[config.mk]
export PLATFORM = sky130hd
export DESIGN_NAME = adder_arbiter_flat
export DESIGN_NICKNAME = d
export VERILOG_FILES = /design/src/rtl/adder_arbiter_if.sv /design/src/rtl/adder_arbiter.sv /design/src/flat_wrapper.sv
export SDC_FILE = /design/constraint.sdc
export NUM_CORES = 1
export LEC_CHECK = 0
export ABC_AREA = 1
export BUFFER_PORTS_ARGS = -buffer_cell sky130_fd_sc_hd__buf_2
export CORE_MARGIN = 2
export CORE_UTILIZATION = 50
export DETAILED_ROUTE_END_ITERATION = 6
export PLACE_DENSITY_LB_ADDON = 0.12
export SYNTH_ARGS = -nofsm -noshare
export SYNTH_HDL_FRONTEND = slang
export SYNTH_SLANG_ARGS = --single-unit
[constraint.sdc]
create_clock -name clk -period 4.5 [get_ports clk]
set_input_delay 0.9 -clock clk [delete_from_list [all_inputs] [get_ports clk]]
set_output_delay 0.9 -clock clk [all_outputs]
set_load 0.03 [all_outputs]
[src/rtl/adder_arbiter_if.sv]
// Requester/consumer bundle for adder_arbiter: packed operand buses in,
// one-hot grant back, and the single tagged result slot out.
`timescale 1ns/1ps
interface adder_arbiter_if #(
  parameter int WIDTH   = 8,
  parameter int NUM_REQ = 4
);
  localparam int ID_W = (NUM_REQ > 1) ? $clog2(NUM_REQ) : 1;

  logic [NUM_REQ-1:0]       IN_valid;
  logic [NUM_REQ*WIDTH-1:0] IN_a;
  logic [NUM_REQ*WIDTH-1:0] IN_b;
  logic [NUM_REQ-1:0]       OUT_ready;
  logic                     OUT_valid;
  logic [WIDTH-1:0]         OUT_sum;
  logic                     OUT_carry;
  logic [ID_W-1:0]          OUT_id;
  logic                     IN_ready;
  logic [15:0]              OUT_opCount;

  modport master (
    output IN_valid, IN_a, IN_b, IN_ready,
    input  OUT_ready, OUT_valid, OUT_sum, OUT_carry, OUT_id, OUT_opCount
  );

  modport slave (
    input  IN_valid, IN_a, IN_b, IN_ready,
    output OUT_ready, OUT_valid, OUT_sum, OUT_carry, OUT_id, OUT_opCount
  );
endinterface

[src/rtl/adder_arbiter.sv]
// Round-robin arbiter feeding one shared WIDTH-bit adder into a single
// registered result slot with a valid/ready handoff downstream.
`timescale 1ns/1ps
module adder_arbiter #(
  parameter int WIDTH   = 8,
  parameter int NUM_REQ = 4
) (
  input  logic           clk,
  input  logic           rst,
  adder_arbiter_if.slave bus
);
  localparam int ID_W = (NUM_REQ > 1) ? $clog2(NUM_REQ) : 1;

  logic                valid_q, valid_d;
  logic [WIDTH-1:0]    sum_q, sum_d;
  logic                carry_q, carry_d;
  logic [ID_W-1:0]     id_q, id_d;
  logic [ID_W-1:0]     ptr_q, ptr_d;
  logic [15:0]         op_count_q, op_count_d;

  logic                advance;
  logic                grant_any;
  logic [ID_W-1:0]     grant_idx;
  logic [NUM_REQ-1:0]  grant_oh;
  logic [NUM_REQ-1:0]  rotated;
  logic [WIDTH-1:0]    a_sel;
  logic [WIDTH-1:0]    b_sel;
  int                  grant_pos;
  int                  next_pos;

  // Rotating the request vector by ptr turns the round-robin scan into a
  // plain lowest-bit-first search; the offset is then rotated back.
  always_comb begin
    advance   = !valid_q || bus.IN_ready;
    rotated   = NUM_REQ'({bus.IN_valid, bus.IN_valid} >> ptr_q);
    grant_any = 1'b0;
    grant_pos = 0;
    for (int k = 0; k < NUM_REQ; k++) begin
      if (!grant_any && rotated[k]) begin
        grant_any = 1'b1;
        grant_pos = int'(ptr_q) + k;
      end
    end
    if (grant_pos >= NUM_REQ) begin
      grant_pos = grant_pos - NUM_REQ;
    end
    if (!advance || rst) begin
      grant_any = 1'b0;
    end
    grant_idx = ID_W'(grant_pos);
    grant_oh  = grant_any ? (NUM_REQ'(1) << grant_idx) : '0;
    next_pos  = (grant_pos + 1 >= NUM_REQ) ? 0 : grant_pos + 1;
  end

  always_comb begin
    a_sel = '0;
    b_sel = '0;
    for (int i = 0; i < NUM_REQ; i++) begin
      if (grant_oh[i]) begin
        a_sel = bus.IN_a[i*WIDTH +: WIDTH];
        b_sel = bus.IN_b[i*WIDTH +: WIDTH];
      end
    end
  end

  // An idle advance only empties the slot; the payload keeps its last value.
  always_comb begin
    valid_d    = valid_q;
    sum_d      = sum_q;
    carry_d    = carry_q;
    id_d       = id_q;
    ptr_d      = ptr_q;
    op_count_d = op_count_q;
    if (grant_any) begin
      {carry_d, sum_d} = {1'b0, a_sel} + {1'b0, b_sel};
      id_d             = grant_idx;
      valid_d          = 1'b1;
      ptr_d            = ID_W'(next_pos);
      op_count_d       = op_count_q + 16'd1;
    end else if (advance) begin
      valid_d = 1'b0;
    end
  end

  always_ff @(posedge clk or posedge rst) begin
    if (rst) begin
      valid_q    <= 1'b0;
      sum_q      <= '0;
      carry_q    <= 1'b0;
      id_q       <= '0;
      ptr_q      <= '0;
      op_count_q <= '0;
    end else begin
      valid_q    <= valid_d;
      sum_q      <= sum_d;
      carry_q    <= carry_d;
      id_q       <= id_d;
      ptr_q      <= ptr_d;
      op_count_q <= op_count_d;
    end
  end

  assign bus.OUT_ready   = grant_oh;
  assign bus.OUT_valid   = valid_q;
  assign bus.OUT_sum     = sum_q;
  assign bus.OUT_carry   = carry_q;
  assign bus.OUT_id      = id_q;
  assign bus.OUT_opCount = op_count_q;
endmodule

[src/flat_wrapper.sv]
// flat-port wrapper written by rule: the top's interface ports become plain ports
module adder_arbiter_flat 
#(
  parameter int WIDTH   = 8,
  parameter int NUM_REQ = 4
)
  (clk, rst, bus_IN_valid, bus_IN_a, bus_IN_b, bus_IN_ready, bus_OUT_ready, bus_OUT_valid, bus_OUT_sum, bus_OUT_carry, bus_OUT_id, bus_OUT_opCount);
  adder_arbiter_if #(.WIDTH(WIDTH), .NUM_REQ(NUM_REQ)) bus_i ();
  input  logic clk;
  input  logic rst;
  input wire logic [$bits(bus_i.IN_valid)-1:0] bus_IN_valid;
  input wire logic [$bits(bus_i.IN_a)-1:0] bus_IN_a;
  input wire logic [$bits(bus_i.IN_b)-1:0] bus_IN_b;
  input wire logic [$bits(bus_i.IN_ready)-1:0] bus_IN_ready;
  output wire logic [$bits(bus_i.OUT_ready)-1:0] bus_OUT_ready;
  output wire logic [$bits(bus_i.OUT_valid)-1:0] bus_OUT_valid;
  output wire logic [$bits(bus_i.OUT_sum)-1:0] bus_OUT_sum;
  output wire logic [$bits(bus_i.OUT_carry)-1:0] bus_OUT_carry;
  output wire logic [$bits(bus_i.OUT_id)-1:0] bus_OUT_id;
  output wire logic [$bits(bus_i.OUT_opCount)-1:0] bus_OUT_opCount;
  assign bus_i.IN_valid = bus_IN_valid;
  assign bus_i.IN_a = bus_IN_a;
  assign bus_i.IN_b = bus_IN_b;
  assign bus_i.IN_ready = bus_IN_ready;
  assign bus_OUT_ready = bus_i.OUT_ready;
  assign bus_OUT_valid = bus_i.OUT_valid;
  assign bus_OUT_sum = bus_i.OUT_sum;
  assign bus_OUT_carry = bus_i.OUT_carry;
  assign bus_OUT_id = bus_i.OUT_id;
  assign bus_OUT_opCount = bus_i.OUT_opCount;
  adder_arbiter #(.WIDTH(WIDTH), .NUM_REQ(NUM_REQ)) u_core (.clk(clk), .rst(rst), .bus(bus_i));
endmodule
==> flow_summary.yaml, run 1 <==
run_status:
  outcome: "finished clean"
run:
  cap_violations: 0
timing:
  finalSetupViolCount: 0
  setup_ws_ps: 468.9
  rsz0062_at_grt: "false"
  tightest_slew_ps: 1068
  report.final.slew_viol_count: 0
  hold_violations: 0
  fin_crit_sh: 0.8958
  fmaxAchievable_mhz: 248.1
  skew_ps: 6.192
  tns_ps: 0
  timing.final.crit_period_ps: 4031
  maxSlewHeadroom: 0.2872
die:
  chipHeight_um: 80.03
  rows: 27
  dieWidth_um: 80.03
  io_pins: 103
  start_util: 0.5217
  core_area_sq_um: 5540
  dieArea_sq_um: 6405
finish:
  syn_to_final_growth_pct: 23.85
  fill_cells: 518
  layout-drive-gt1-share: 0.2345
  final_nets: 649
  design_area_sq_um: 3580
  insertedDiodeCount: 0
  instances_no_fill: 635
  fin_util: 0.6461
critical_path:
  required_ps: 4700
  crit_path_start_kind: "input port"
  end_kind: "register"
  crit_type: "input port to register"
  cp_max_fo: 17
  crit_arrival_ps: 4230
logic_synthesis:
  synth_seq_area_share: 0.2597
  avgSynthCellArea_sq_um: 6.216
  yosys.area.top_type: "dfrtp_1"
  ys_top_cells_by_area: "dfrtp_1 26%, nand2_1 21%, inv_1 10%"
  syn_area_sq_um: 2890
  yosys_warnings: 0
  synthDistinctLibCells: 27
  synth_top_area_share: 0.2597
  syn-num-nets: 551
  synth_seq_cells: 30
  netlist_instances: 465
global_route:
  overflow: 0
  grt_start_max_net_pins: 36
  grt_pass1_vias: 3034
  grt_pass1_wl_um: 12700
  grt_antenna_before_repair: 0
  grt_use_total: 0.2465
clock_tree:
  cts_root_buffer: "clkbuf_8"
  cts-resized-gates: 0
  insertion_delay_ps: 270
  post-cts-setup-buffers: 0
  cts_tree: "done"
  clk_path_buf_depth: 2
  clock-sinks: 30
  cts_hold_buf: 0
  clk_pin_slew_ps: 60
  h-tree-depth: 2
  cts_inserted_buffers: 5
place:
  place_area_sq_um: 3457
  dp_cells: 628
  port_buffers: 102
  dpl.hpwl_um: 5897
  dp_slack_ps: 200.8
  routabilityCongestion: 0.9014
pwr:
  seqPwrFrac: 0.154
  combPwrFrac: 0.756
  clkPwrFrac: 0.090
  power.leakage_nw: 2.182
  power_density_nw_per_um2: 845.5
  switchingPower_w: 0.001682
  internal-power_w: 0.001344
  sw_frac_of_total: 0.5558
  peakVddDrop_uv: 554.6
worst_hold_path:
  hold_class: "register to register"
drt:
  vias: 3189
  ant_nets: 0
  dr.first_iter.drc_count: 131
  drt_wl_total_um: 7402
  drc: 0
  route.detailed.wl_per_inst_um: 11.66
  vias_per_cell: 5.022
  dr.pass1.iters: 6
==> cells by family after synthesis <==
family	share of synthesized area
compound gates	0.04762
xor+xnor	0.06061
fa+ha+maj	0.06753
buf+inv	0.1468
flops	0.2597
simple gates	0.4177
==> path summary, 6_finish.rpt <==
kind | from | slack, ps | to | cells past startpoint
min reg2reg | u_core.bus.OUT_sum[4] | 480 | u_core.bus.OUT_sum[4] | 2
min | u_core.bus.OUT_sum[4] | 480 | u_core.bus.OUT_sum[4] | 2
min in group asynchronous | rst | 900 | u_core.ptr_q[0] | 2
max | bus_IN_valid[1] | 470 | u_core.bus.OUT_sum[6] | 24
max in group asynchronous | rst | 2950 | u_core.bus.OUT_opCount[12] | 2
max reg2reg | u_core.ptr_q[0] | 570 | u_core.bus.OUT_sum[6] | 24
==> stage by stage <==
| step | hold slack (ps) | total power [W] |
|---|---|---|
| after CTS | 484.0 | 0.003012 |
| after global routing | 508.7 | 0.003383 |
| after global placement | 465.6 | 0.002695 |
| after detailed placement | 467.1 | 0.002726 |
| final | 481.2 | 0.003027 |
| after floorplan | 587.0 | 0.002193 |
==> state kept, by name, indices dropped and copies added, names as in the netlist <==
name,flops
u_core.ptr_q,2
u_core.bus.OUT_carry,1
u_core.bus.OUT_opCount,16
u_core.bus.OUT_valid,1
u_core.bus.OUT_id,2
u_core.bus.OUT_sum,8
==> cells in the final DEF (no fill, tap or decap) <==
cell | Yosys | routed
a221oi_1 | 1 | 1
o41ai_2 | 0 | 1
nand2_8 | 1 | 1
nand4_4 | 1 | 1
inv_2 | 2 | 2
nand2_4 | 1 | 1
xnor2_1 | 5 | 5
buf_4 | 4 | 10
nor2_2 | 2 | 3
dfrtp_1 | 30 | 30
clkbuf_8 | 0 | 6
fa_1 | 1 | 1
inv_4 | 2 | 2
xor2_1 | 15 | 15
bufinv_16 | 0 | 1
nor4_1 | 2 | 2
nand3_2 | 1 | 1
inv_1 | 78 | 78
nand3_1 | 33 | 33
ha_1 | 14 | 13
nand4_1 | 34 | 34
nor2_1 | 33 | 32
buf_2 | 8 | 102
a21oi_1 | 6 | 6
ha_2 | 0 | 1
nand2_1 | 158 | 158
nor3_1 | 5 | 5
o21ai_0 | 18 | 18
==> cells in the mapped netlist, drive strengths merged <==
cell type and n:
clkbuf 8, nand2 160, dfrtp 30, buf 13, ha 14, fa 1, o21ai 18, o41ai 1
a21oi 6, xnor2 5, xor2 15, nor3 5, nand4 35, nor2 35, a221oi 1, nor4 2
inv 82, nand3 34
==> layout make-up <==
cell class                      count  area, sq um  share of cell area
Inverter                           82        312.8             0.08738
Multi-Input combinational cell    332         1728              0.4827
Sequential cell                    30        750.7              0.2097
Clock buffer                        6        82.58             0.02307
Tap cell                           72        90.09             0.02517
Clock inverter                      1        30.03            0.008389
Timing Repair Buffer              112        585.6              0.1636
==> critical path: stages <==
cell     delay [ps]
buf_2           110
nand2_1          70
nand3_1          80
nand2_1         160
inv_1            80
a21oi_1         180
xor2_1          210
nand2_1         130
ha_1            330
buf_4           220
nand2_8         130
nand3_1          90
nand2_1          60
nand2_1          50
ha_1            220
fa_1            400
a21oi_1         150
o21ai_0         110
nand2_1         100
nand2_1          60
nand2_1          60
nand2_1          60
xor2_1          130
o21ai_0         130
==> power by group through the flow <==
stage | clock [W] | sequential (W) | combinational [W]
floorplan | 0 | 0.000617 | 0.00158
global placement | 0 | 0.000469 | 0.00223
detailed placement | 0 | 0.000470 | 0.00226
CTS | 0.000276 | 0.000466 | 0.00227
global route | 0.000287 | 0.000482 | 0.00261
finish | 0.000271 | 0.000467 | 0.00229
==> layer usage <==
layer / wire length, um / track usage / part of all wire / up-vias
li1: - / - / - / 1651
met1: 3291 / 0.2974 / 0.44 / 1431
met2: 3643 / 0.4517 / 0.49 / 101
met3: 414 / 0.04525 / 0.056 / 6
met4: 53 / 0.05424 / 0.0072 / 0
met5: 0 / 0 / 0 / -
Note: power is estimated with default switching activity, not from simulation.
==> run 2: changes to the inputs <==
--- a/config.mk
+++ b/config.mk
@@ -8,7 +8,7 @@
 export ABC_AREA = 1
 export BUFFER_PORTS_ARGS = -buffer_cell sky130_fd_sc_hd__buf_2
 export CORE_MARGIN = 2
-export CORE_UTILIZATION = 50
+export CORE_UTILIZATION = 46
 export DETAILED_ROUTE_END_ITERATION = 6
 export PLACE_DENSITY_LB_ADDON = 0.12
 export SYNTH_ARGS = -nofsm -noshare
==> constraint.sdc (replaced) <==
create_clock -name clk -period 3.4 [get_ports clk]
set_input_delay 0.68 -clock clk [delete_from_list [all_inputs] [get_ports clk]]
set_output_delay 0.68 -clock clk [all_outputs]
set_load 0.03 [all_outputs]
==> run 2 against run 1 <==
Against the previous run:
- the flow now finishes with violations (negative setup slack)
- non-clock buffer count is 60 higher
- core utilization up 9.4 points
- critical path depth up 2
- sequential power up 32%
- clock-buffer cell count unchanged
- largest power group unchanged
==> flow_summary.yaml, run 2 (synthesis gave the netlist of run 1 again) <==
timing:
  rsz0062_at_grt: "true"
  maxSlewHeadroom: 0.2603
  hold_violations: 0
  tightest_slew_ps: 1108
  setup_ws_ps: -56.84
  finalSetupViolCount: 3
  fin_crit_sh: 1.017
  skew_ps: 11.38
  timing.final.crit_period_ps: 3457
  fmaxAchievable_mhz: 289.3
  report.final.slew_viol_count: 0
run_status:
  outcome: "finished, violations left"
  violations: "negative setup slack"
finish:
  syn_to_final_growth_pct: 53.42
  insertedDiodeCount: 0
  fin_util: 0.7402
  instances_no_fill: 698
  final_common_cell: "nand2_1"
  fill_cells: 480
  layout-drive-gt1-share: 0.4013
  register_area_sq_um: 753.2
  multi_input_area_sq_um: 2018
  largest_reg_flops: 16
  mostFrequentLayoutCells: "134 x nand2_1, 101 x buf_2, 72 x inv_1"
  final_nets: 709
drt:
  route.detailed.wl_per_inst_um: 12.82
  dr.pass1.iters: 4
  drt_wl_total_um: 8947
  ant_nets: 0
  drc: 0
  vias_per_cell: 5.033
  vias: 3513
  dr.first_iter.drc_count: 110
die:
  start_util: 0.4825
  dieArea_sq_um: 6933
  rows: 28
  io_pins: 103
  chipHeight_um: 83.27
  core_area_sq_um: 5991
  dieWidth_um: 83.27
critical_path:
  cp_max_fo: 7
  crit_path_start_kind: "register"
  end_kind: "register"
  crit_family: "simple AND/OR/NAND/NOR gates"
  r2r_slack_ps: -60
  crit_arrival_ps: 3600
  crit_top_cell: "nand2_1"
  max_stage_delay_ps: 460
  crit-reg2reg-launch: "u_core.ptr_q[0]"
  r2r_cells: 26
  cp_num_buf_inv: 5
  cp_slowest_cell: "dfrtp_2"
  crit_type: "register to register"
  r2r-end: "u_core.bus.OUT_sum[6]"
  required_ps: 3540
global_route:
  grt_pass1_wl_um: 14020
  grt_start_max_net_pins: 36
  overflow: 0
  grt_use_total: 0.2395
  grt_antenna_before_repair: 0
  grt_pass1_vias: 3244
clock_tree:
  clk_pin_slew_ps: 70
  h-tree-depth: 2
  cts_root_buffer: "clkbuf_8"
  cts_tree: "done"
  cts_hold_buf: 0
  clock-sinks: 30
  cts_inserted_buffers: 5
  insertion_delay_ps: 270
  clk_path_buf_depth: 2
worst_hold_path:
  hold_depth: 2
  hold_class: "register to register"
  min_to: "u_core.bus.OUT_sum[7]"
  hp-start: "u_core.bus.OUT_sum[7]"
place:
  dp_slack_ps: -410.4
  dp_cells: 669
  routabilityCongestion: 0.9418
  port_buffers: 102
  dpl.hpwl_um: 6230
pwr:
  power_density_nw_per_um2: 1343
  peakVddDrop_uv: 883.3
  power.leakage_nw: 2.552
run:
  cap_violations: 0
## run 2: changes by cell type in the layout (fill, tap and decap cells not counted), sizes merged
| cell | before | now |
|---|---|---|
| inv | 82 | 81 |
| clkinv | 0 | 1 |
| buf | 112 | 172 |
## run 2: worst reg2reg max path, cell delays in order, from the launching register on
cell and delay [ps]:
dfrtp_2 460, buf_4 150, nand2_2 60, nand3_2 100, nand2_2 90, buf_6 100, nand2_2 60, nor2_2 100
nand3_2 90, o21ai_4 190, inv_2 100, ha_4 180, buf_12 130, buf_4 140, nand4_1 80, nand3_1 70
nand2_1 80, nand2_2 80, fa_2 400, a21oi_2 140, o21ai_2 80, nand2_1 80, nand2_1 50, nand2_1 50
nand2_1 50, xor2_1 130, o21ai_1 70
## run 2: where the power goes
part / switching [W] / internal [W]
Clock: 0.000125 / 0.000234
Combinational: 0.00266 / 0.00232
Sequential: 0.000121 / 0.000496
Total: 0.00290 / 0.00306
## run 2: worst max-delay path by stage
| stage | from | to | cells after the start |
|---|---|---|---|
| 2_1_floorplan | bus_IN_valid[3] | u_core.bus.OUT_sum[6] | 27 |
| 3_3_place_gp | bus_IN_valid[1] | u_core.bus.OUT_sum[5] | 25 |
| 3_5_place_dp | bus_IN_valid[3] | u_core.bus.OUT_sum[6] | 25 |
| 4_1_cts | u_core.ptr_q[0] | u_core.bus.OUT_sum[6] | 27 |
| 5_1_grt | u_core.ptr_q[0] | u_core.bus.OUT_sum[6] | 26 |
| 6_report | u_core.ptr_q[0] | u_core.bus.OUT_sum[6] | 26 |
## run 2: final cells by class
cell class	instances	share of cell area
Sequential cell	30	0.1699
Clock buffer	6	0.01862
Tap cell	75	0.02116
Clock inverter	1	0.006772
Timing Repair Buffer	172	0.2568
Inverter	82	0.07167
Multi-Input combinational cell	332	0.4551
## run 2: layer usage
metal | wire length, um | vias up | track usage
met5 | 0 | - | 0
met4 | 90 | 0 | 0.05663
met3 | 402 | 8 | 0.03280
li1 | - | 1775 | -
met2 | 4513 | 108 | 0.4421
met1 | 3941 | 1622 | 0.2924
## run 2: what timing repair did
action | 4_1_cts | 5_1_grt
buffers inserted | 9 | 13
resized for setup | 23 | 55
pin swaps | 10 | 26
endpoints found under the hold margin | 0 | 0
endpoints found under the setup margin | 7 | 8
## run 2: metrics by stage
stage	hold WS, ps	total power (W)	area [sq um]	setup TNS (ps)
2_1_floorplan	587.0	0.003156	2992	-71.79
3_3_place_gp	463.7	0.004400	3840	-1449
3_5_place_dp	468.1	0.004444	3840	-2070
4_1_cts	485.2	0.005162	4098	-18.67
5_1_grt	524.7	0.006452	4434	-1303
6_report	479.2	0.005957	4434	-79.36
==> run 3: changes to the inputs <==
--- a/config.mk
+++ b/config.mk
@@ -7,6 +7,7 @@
 export LEC_CHECK = 0
 export ABC_AREA = 1
 export BUFFER_PORTS_ARGS = -buffer_cell sky130_fd_sc_hd__buf_2
+export CORE_ASPECT_RATIO = 0.9
 export CORE_MARGIN = 2
 export CORE_UTILIZATION = 46
 export DETAILED_ROUTE_END_ITERATION = 6
==> run 3 against run 2 <==
Against the previous run:
- the flow still finishes with violations (negative setup slack)
- critical path depth shrank 2
- non-clock buffer count shrank 9
- clock-buffer cell count is the same
- global-route usage is 0.86 points higher
- cell area is 3.1% lower
- highest routed layer unchanged
- largest power group unchanged
- routed wire length fell by 3.5%
- die area about the same
- combinational power decreased by 3%
- via count down 1.3%
- sequential power is 1% higher
- first-iteration DRC count up 54%
==> flow_summary.yaml, run 3 (synthesis gave the netlist of run 1 again) <==
timing:
  rsz0062_at_grt: "true"
  setup_ws_ps: -69.68
  timing.final.crit_period_ps: 3470
  fin_crit_sh: 1.020
  report.final.slew_viol_count: 0
  tightest_slew_ps: 447.1
  skew_ps: 5.576
  fmaxAchievable_mhz: 288.2
  maxSlewHeadroom: 0.7016
  hold_violations: 0
  finalSetupViolCount: 3
place:
  dpl.hpwl_um: 6242
  place_area_sq_um: 3839
  port_buffers: 102
  routabilityCongestion: 0.9049
critical_path:
  cp_max_fo: 33
  required_ps: 3610
  end_kind: "register"
  crit_path_start_kind: "register"
  crit_type: "register to register"
  crit_arrival_ps: 3680
  r2r_cells: 24
run:
  cap_violations: 0
clock_tree:
  clk_path_buf_depth: 2
  cts_hold_buf: 0
  clk_pin_slew_ps: 60
  cts_tree: "done"
  insertion_delay_ps: 280
  h-tree-depth: 2
  cts_root_buffer: "clkbuf_8"
  clock-sinks: 30
  cts_inserted_buffers: 5
global_route:
  grt_pass1_wl_um: 13860
  grt_use_total: 0.2480
  grt_pass1_vias: 3215
  grt_start_max_net_pins: 34
  overflow: 0
  grt_antenna_before_repair: 0
pwr:
  fin_total_pwr_w: 0.005829
  power_density_nw_per_um2: 1357
  peakVddDrop_uv: 917.3
  power.leakage_nw: 2.454
drt:
  drc: 0
  drt_wl_total_um: 8636
  dr.first_iter.drc_count: 169
  dr.pass1.iters: 4
  vias: 3467
  vias_per_cell: 5.047
  ant_nets: 0
  route.detailed.wl_per_inst_um: 12.57
worst_hold_path:
  hold_class: "input port to async pin"
finish:
  largest_reg_flops: 16
  insertedDiodeCount: 0
  fill_cells: 533
  register_area_sq_um: 753.2
  final_nets: 701
  mostFrequentLayoutCells: "139 x nand2_1, 102 x buf_2, 71 x inv_1"
  design_area_sq_um: 4295
  syn_to_final_growth_pct: 48.61
  final_common_cell: "nand2_1"
  multi_input_area_sq_um: 2009
  layout-drive-gt1-share: 0.3919
die:
  dieWidth_um: 87.56
  core_area_sq_um: 6081
  rows: 27
  io_pins: 103
  start_util: 0.4753
  dieArea_sq_um: 6934
  chipHeight_um: 79.20
run_status:
  outcome: "finished, violations left"
  violations: "negative setup slack"
## run 3: worst paths after layout
kind | start | slack, ps | endpoint
worst min register to register | u_core.bus.OUT_sum[4] | 490 | u_core.bus.OUT_sum[4]
min in group clk | u_core.bus.OUT_sum[4] | 490 | u_core.bus.OUT_sum[4]
worst min-delay path | rst | 260 | u_core.ptr_q[1]
worst max register to register | u_core.ptr_q[0] | -70 | u_core.bus.OUT_sum[6]
worst max-delay path | u_core.ptr_q[0] | -70 | u_core.bus.OUT_sum[6]
max in group asynchronous | rst | 2590 | u_core.bus.OUT_sum[4]
## run 3: layout make-up
cell class / instances / share of cell area
repair buffers: 163 / 0.2357
flip-flops and latches: 30 / 0.1754
well taps: 72 / 0.02097
multi-input cells: 333 / 0.4678
clock inverters: 1 / 0.006991
inverters: 82 / 0.07399
clock buffers: 6 / 0.01923
## run 3: critical path: stages (launching register included)
cell,delay [ps]
dfrtp_2,470
inv_4,100
nand2_1,70
nand3_1,100
nand2_2,100
buf_4,140
buf_4,130
nand4_4,70
buf_4,170
buf_4,320
nand4_1,120
nand2_1,80
inv_1,40
nand2_1,70
nand2_2,70
ha_4,170
fa_2,360
a21oi_2,150
o21ai_2,70
nand2_1,90
nand2_1,60
nand2_1,70
nand2_1,60
xor2_1,160
o21ai_1,120
## run 3: per-layer routing
metal	wire length, um	global-route usage
met1	3684	0.2967
met2	4370	0.4621
met3	448	0.04574
met4	131	0.04308
met5	0	0
## run 3: stage by stage
stage	std cells	util	TNS, ps	hold slack (ps)	worst slack, ps
3_5_place_dp	668	0.6313	-2145	470.7	-437.6
3_3_place_gp	668	0.6313	-1437	462.2	-336.4
2_1_floorplan	465	-	-71.79	587.0	-71.79
6_report	687	0.7064	-99.67	261.7	-69.68
5_1_grt	687	0.7064	-1356	262.4	-302.6
4_1_cts	688	0.6823	-125.8	255.3	-68.88
## run 3: what timing repair did
| item | in CTS | in global routing |
|---|---|---|
| buffers inserted | 12 | 1 |
| resized for setup | 27 | 41 |
| gates cloned | 1 | 0 |
| endpoints found under the setup margin | 8 | 8 |
| pin swaps | 17 | 30 |
## run 3: power by group
part | switching [W] | internal, W
logic | 0.00265 | 0.00219
clock network | 0.000131 | 0.000234
registers | 0.000127 | 0.000497
total | 0.00291 | 0.00292
